[config.mk]
export PLATFORM = sky130hd
export DESIGN_NAME = pc_fetch
export DESIGN_NICKNAME = d
export VERILOG_FILES = /design/src/rtl/pc_fetch.sv
export SDC_FILE = /design/constraint.sdc
export NUM_CORES = 1
export LEC_CHECK = 0
export BUFFER_PORTS_ARGS = -buffer_cell sky130_fd_sc_hd__buf_2
export CORE_MARGIN = 3
export CORE_UTILIZATION = 48
export CTS_CLUSTER_SIZE = 10
export DETAILED_ROUTE_END_ITERATION = 10
export GPL_TIMING_DRIVEN = 0
export PLACE_DENSITY = 0.84
export SKIP_LAST_GASP = 1
export SYNTH_ARGS = -nofsm -noshare
export SYNTH_HDL_FRONTEND = slang
export SYNTH_SLANG_ARGS = --single-unit
[constraint.sdc]
create_clock -name clk -period 2.14 [get_ports clk]
set_input_delay 0.107 -clock clk [delete_from_list [all_inputs] [get_ports clk]]
set_output_delay 0.107 -clock clk [all_outputs]
set_load 0.005 [all_outputs]
[src/rtl/pc_fetch.sv]
// pc_fetch: program counter and instruction fetch stage for picoMIPS.
// The stage requests one instruction from program memory using a req/ack
// handshake. It latches the returned word into the instruction register and
// presents it to the decoder for a single EXEC cycle. The decoder's PC
// controls sampled in that cycle select the next program counter.
module pc_fetch #(
    parameter int Psize = 6,
    parameter int Isize = 24,
    parameter int Csize = 16
) (
    input  logic             clk,
    input  logic             nReset,
    input  logic             run,
    output logic             mem_req,
    output logic [Psize-1:0] mem_addr,
    input  logic             mem_ack,
    input  logic [Isize-1:0] mem_rdata,
    output logic [Isize-1:0] instr,
    output logic [5:0]       opcode,
    output logic             instr_valid,
    input  logic             PCincr,
    input  logic             PCabsbranch,
    input  logic             PCrelbranch,
    input  logic [Psize-1:0] Branchaddr,
    output logic [Psize-1:0] PCout,
    output logic [Csize-1:0] icount
);

    typedef enum logic [1:0] {
        IDLE  = 2'd0,
        FETCH = 2'd1,
        EXEC  = 2'd2
    } state_t;

    state_t             state;
    state_t             state_next;
    logic [Psize-1:0]   pc;
    logic [Psize-1:0]   pc_next;
    logic [Isize-1:0]   ir;
    logic [Isize-1:0]   ir_next;
    logic [Csize-1:0]   count;
    logic [Csize-1:0]   count_next;

    // State, PC, instruction register and retired count; reset clears all at once
    always_ff @(posedge clk or negedge nReset) begin
        if (!nReset) begin
            state <= IDLE;
            pc    <= '0;
            ir    <= '0;
            count <= '0;
        end else begin
            state <= state_next;
            pc    <= pc_next;
            ir    <= ir_next;
            count <= count_next;
        end
    end

    // Next state plus the PC/IR/count updates, decoder inputs only matter in EXEC
    always_comb begin
        state_next = state;
        pc_next    = pc;
        ir_next    = ir;
        count_next = count;
        unique case (state)
            IDLE: begin
                if (run) begin
                    state_next = FETCH;
                end
            end
            FETCH: begin
                if (mem_ack) begin
                    ir_next    = mem_rdata;
                    state_next = EXEC;
                end
            end
            EXEC: begin
                if (PCabsbranch) begin
                    pc_next = Branchaddr;
                end else if (PCrelbranch) begin
                    pc_next = pc + Branchaddr;
                end else if (PCincr) begin
                    pc_next = pc + Psize'(1);
                end
                count_next = count + Csize'(1);
                state_next = run ? FETCH : IDLE;
            end
            default: begin
                state_next = IDLE;
            end
        endcase
    end

    // Outputs decode straight from registers, so mem_req is glitch-free
    always_comb begin
        mem_req     = (state == FETCH);
        instr_valid = (state == EXEC);
        mem_addr    = pc;
        PCout       = pc;
        instr       = ir;
        opcode      = ir[Isize-1 -: 6];
        icount      = count;
    end

endmodule

### After elaboration in Yosys (flattened, before gate mapping)

Cells that the tools add are included.

| storage, ports and cells | value |
|---|---|
| memory bits (writable) | 0 |
| memory bits (read-only) | 0 |
| memories kept | 0 |
| output and inout port bits | 60 |
| bits in latches | 0 |
| flip-flop bits (word level) | 48 |

| operators by class | value |
|---|---|
| order comparisons | 0 |
| bitwise gates (word level) | 0 |
| $mul | 0 |
| divide/modulo/power cells | 0 |
| equal/unequal tests | 4 |
| add/subtract/negate cells | 3 |
| shift-type cells | 0 |
| multiplexer cells | 7 |
| reduce and logical (&&, ||, !) cells | 5 |

Operator list:

| operator | count |
|---|---|
| 2-to-1 mux 6 bit | 3 |
| adder 16 x 1 -> 16 bit, second input constant | 1 |
| adder 6 x 1 -> 6 bit, second input constant | 1 |
| adder 6 bit | 1 |
| one-hot mux 2 bit (3 select lines) | 1 |
| AND reduction 2 bit | 3 |
| 2-to-1 mux 2 bit | 2 |
| nonzero test 3 bit | 1 |
| equality test 2 x 1 -> 1 bit, second input constant | 1 |
| equality test 2 bit, second input constant | 1 |
| logical NOT 2 bit | 1 |
| != test 2 x 1 -> 1 bit, second input constant | 1 |
| != test 2 bit, second input constant | 1 |
| 2-to-1 mux 1 bit | 1 |

### Depth between registers and ports, before layout

| depth | value |
|---|---|
| depth in word-level cells | 4 |
| mapped depth | 9 |

### Worst setup path before layout

OpenSTA, ideal clock, no wires.

| timing path | value |
|---|---|
| path type | register to register |
| from | reg pc[0], in the netlist PCout[0] |
| to | reg pc[4], in the netlist PCout[4] |
| slack | 0.544 ns |
| arrival | 1.501 ns |
| cell stages (with the launch flop) | 9 |
| required time | 2.044 ns |
| cells stage by stage | dfrtp_1 > ha_1 > inv_1 > fa_1 > inv_1 > a21o_1 > a21oi_1 > xor2_1 > o31ai_1 |

| on the way | value |
|---|---|
| word-level cells in the longest chain between the ends | 4 |
| elaborated cells on any way between the ends | 5 |

Ends and longest elaborated chain:

| item | line | source |
|---|---|---|
| start, declared | 37 | `logic [Psize-1:0] pc;` |
| start signal, assigned | 53 | `pc <= pc_next;` |
| adder 6 x 1 -> 6 bit | 83 | `pc_next = pc + Psize'(1);` |
| 2-to-1 mux 6 bit | 82 | `end else if (PCincr) begin` |
| 2-to-1 mux 6 bit * | 80 | `end else if (PCrelbranch) begin` |
| 2-to-1 mux 6 bit * | 78 | `if (PCabsbranch) begin` |

Mark *: on every way between the ends. The rest lies on a longest branch, timed or not. The select of a mux whose other input is x is not followed.
A chain may end at the register's enable or synchronous reset.

### Worst setup path after layout

Ends and elaborated chain as after synthesis.

==> flow_summary.json <==
{
  "grt_pass1_wl_mm": 7.04,
  "clock_skew_ps": 4.89,
  "dieArea_um2": 5730,
  "clkLatencyLatePin_ps": 290,
  "cp_max_fo": 4,
  "die_w_um": 75.7,
  "final_area_um2": 3000,
  "worstPathArrival_ps": 1880,
  "wl_met1_mm": 1.79,
  "leakage_nw": 1.58,
  "ir_worst_vdd_v": 0.000570,
  "max-cap-violations": 0,
  "synthCells": 187,
  "hold_class": "primary input to asynchronous set/reset pin",
  "ios": 97,
  "io_buffers": 96,
  "failed_checks": "negative hold slack",
  "cts_root_buf": "clkbuf_8",
  "setup_viol": 0,
  "seq_area_frac_synth_pct": 51.5,
  "layout.nets": 334,
  "fmax_mhz": 595,
  "yosysWarnings": 0,
  "cts-buffers-inserted": 5,
  "clockBufferDepth": 2,
  "postCtsSetupRepairBufs": 0,
  "drive_above_1_share_pct": 52.9,
  "die_h_um": 75.7,
  "cts_resized": 0,
  "powerDensity_nw_per_um2": 1000,
  "met2WireLength_mm": 2.28,
  "synth_seq_cells": 48,
  "wl_met3_um": 336,
  "yosysTopAreaCell": "dfrtp_1",
  "start_util_pct": 51.5,
  "critPathTopFamily": "adder cells",
  "cts_max_level": 2,
  "drtAntennaViolNets": 0,
  "cts_tree": "done",
  "wl_mm": 4.43,
  "drc": 0,
  "grt_pass1_vias": 1613,
  "hold_slack_ps": -14.4,
  "grt_max_degree": 49,
  "finalCriticalPeriod_ps": 1680,
  "slowest_delay_ps": 400,
  "track_usage_pct": 16.2,
  "slowest_stage": "dfrtp_1",
  "crit_type": "register to register",
  "placed_area_um2": 2900,
  "netlist_top_cells_area": "dfrtp_1 51%, mux2_2 13%, buf_4 3.9%",
  "areaGrowthSynthToFinish_pct": 28.7,
  "crit_path_cell_trace": "ha_1 > inv_1 > fa_1 > inv_1 > a21o_1 > a21oi_1 > xor2_1 > o31ai_1",
  "max-slew-margin-rel_pct": 30.1,
  "outcome": "finished, violations left",
  "setup_tns_ps": 0,
  "hold_buffers": 0,
  "top_layer": "met4",
  "cp_num_buf_inv": 2,
  "synth_area_um2": 2330,
  "hold_viol_final": 10,
  "dpl.hpwl_mm": 3.40,
  "fin_crit_sh_pct": 78.5,
  "postLayoutCoreUtil_pct": 66.2,
  "synthDistinctLibCells": 36,
  "via_count": 1729,
  "worst_slew_pin_slew_ps": 1050,
  "drt_iter0_drc": 61,
  "synthesis.nets": 231,
  "rsz0062_at_grt": "false",
  "gp_congestion": 0.813,
  "required_ps": 2340,
  "drv_slew": 0,
  "clk_pin_slew_ps": 80,
  "antenna_found_initial": 0,
  "viasPerCell": 4.86,
  "fp.coreArea_um2": 4530,
  "rows": 24,
  "cp-start-kind": "register",
  "worst_path_most_repeated_cell": "inv_1",
  "diodes": 0,
  "routedWlPerCell_um": 12.5,
  "synth.top_cell.area_share_pct": 51.5,
  "cts.sinks": 48,
  "firstDrtPassIters": 4,
  "worst_setup_path_end_kind": "register",
  "avgSynthCellArea_um2": 12.5,
  "grt_overflow": 0
}
worst register-to-register path, stage by stage, from the launching register on:
cell     delay, ps
dfrtp_1        400
ha_1           180
inv_1           50
fa_1           390
inv_1           80
a21o_1         100
a21oi_1         70
xor2_1         140
o31ai_1        180
worst paths after layout:
| kind | start | cells after the start | to | slack [ps] |
|---|---|---|---|---|
| setup / recovery | PCout[0]$_DFFE_PN0P_ | 8 | PCout[4]$_DFFE_PN0P_ | 460 |
| hold / removal | nReset | 1 | icount[10]$_DFFE_PN0P_ | -10 |
| setup reg to reg | PCout[0]$_DFFE_PN0P_ | 8 | PCout[4]$_DFFE_PN0P_ | 460 |
| hold reg to reg | icount[5]$_DFFE_PN0P_ | 1 | icount[5]$_DFFE_PN0P_ | 490 |
| max in group asynchronous | nReset | 1 | instr[15]$_DFFE_PN0P_ | 1490 |
| min in group clk | mem_rdata[12] | 2 | instr[12]$_DFFE_PN0P_ | 40 |
where the power goes:
| part | switching [mW] | internal, mW |
|---|---|---|
| combinational | 0.431 | 0.623 |
| clock | 0.281 | 0.347 |
| sequential | 0.198 | 1.13 |
| total | 0.910 | 2.10 |
layer usage:
metal / up-vias / track usage [%]
met4: 0 / 4.08
met5: - / 0
met1: 827 / 19.3
li1: 834 / -
met2: 64 / 28.3
met3: 4 / 5.01
per-stage QoR:
| stage | std cells | setup slack (ps) | hold slack [ps] | power, mW |
|---|---|---|---|---|
| 3_3_place_gp | 348 | 496 | 338 | 2.38 |
| 3_5_place_dp | 348 | 434 | 343 | 2.42 |
| 2_1_floorplan | 187 | 544 | -189 | 1.96 |
| 5_1_grt | 356 | 332 | 28.2 | 3.26 |
| 6_report | 356 | 460 | -14.4 | 3.01 |
| 4_1_cts | 356 | 441 | 26.9 | 3.07 |
cell usage in the layout, fill, tap and decap left out, types with 3 or more instances in the layout:
| cell type | count |
|---|---|
| clkbuf_8 | 5 |
| inv_1 | 5 |
| and2_1 | 3 |
| xnor2_1 | 10 |
| buf_6 | 3 |
| mux2_2 | 26 |
| buf_2 | 97 |
| xor2_1 | 8 |
| dfrtp_1 | 48 |
| o21ai_0 | 3 |
| a21oi_1 | 7 |
| ha_1 | 6 |
| mux2i_1 | 4 |
| nand3_1 | 8 |
| nand4_1 | 3 |
| nor2_1 | 7 |
| buf_4 | 12 |
| nand2_1 | 9 |
| and3_1 | 4 |
cell type report:
cell class / count / area [um^2]
buffer: 17 / 133
clock buffer: 6 / 72.6
clock inverter: 2 / 35.0
fill: 364 / 1530
inverter: 5 / 18.8
multi-input combinational: 117 / 981
sequential: 48 / 1200
tap: 65 / 81.3
timing repair buffer: 96 / 480
flip-flops by register name (all words and copies together), names as in the netlist:
register,flops
icount,16
state,2
PCout,6
instr,24
logic make-up (layout without fill, tap and decap cells):
family	Yosys count	after routing	synth area share [%]
DFF	48	48	51.5
muxes	30	30	14.3
AOI/OAI and AO/OA	16	16	4.34
adders and majority gates	7	7	4.08
and+or+nand+nor	46	46	12.6
xor gates and xnor gates	18	18	6.76
buffers and inverters	22	126	6.49
cells in the mapped netlist (all sizes together):
cell type / number
a211oi: 1
a21o: 2
a21oi: 7
and2: 3
and2b: 1
and3: 6
buf: 16
clkbuf: 1
dfrtp: 48
fa: 1
ha: 6
inv: 5
mux2: 26
mux2i: 4
nand2: 10
nand2b: 2
nand3: 9
nand4: 4
nor2: 8
nor2b: 2
nor3: 1
o21ai: 3
o221ai: 1
o31ai: 2
xnor2: 10
xor2: 8
Power figures use the tool's default switching activity.
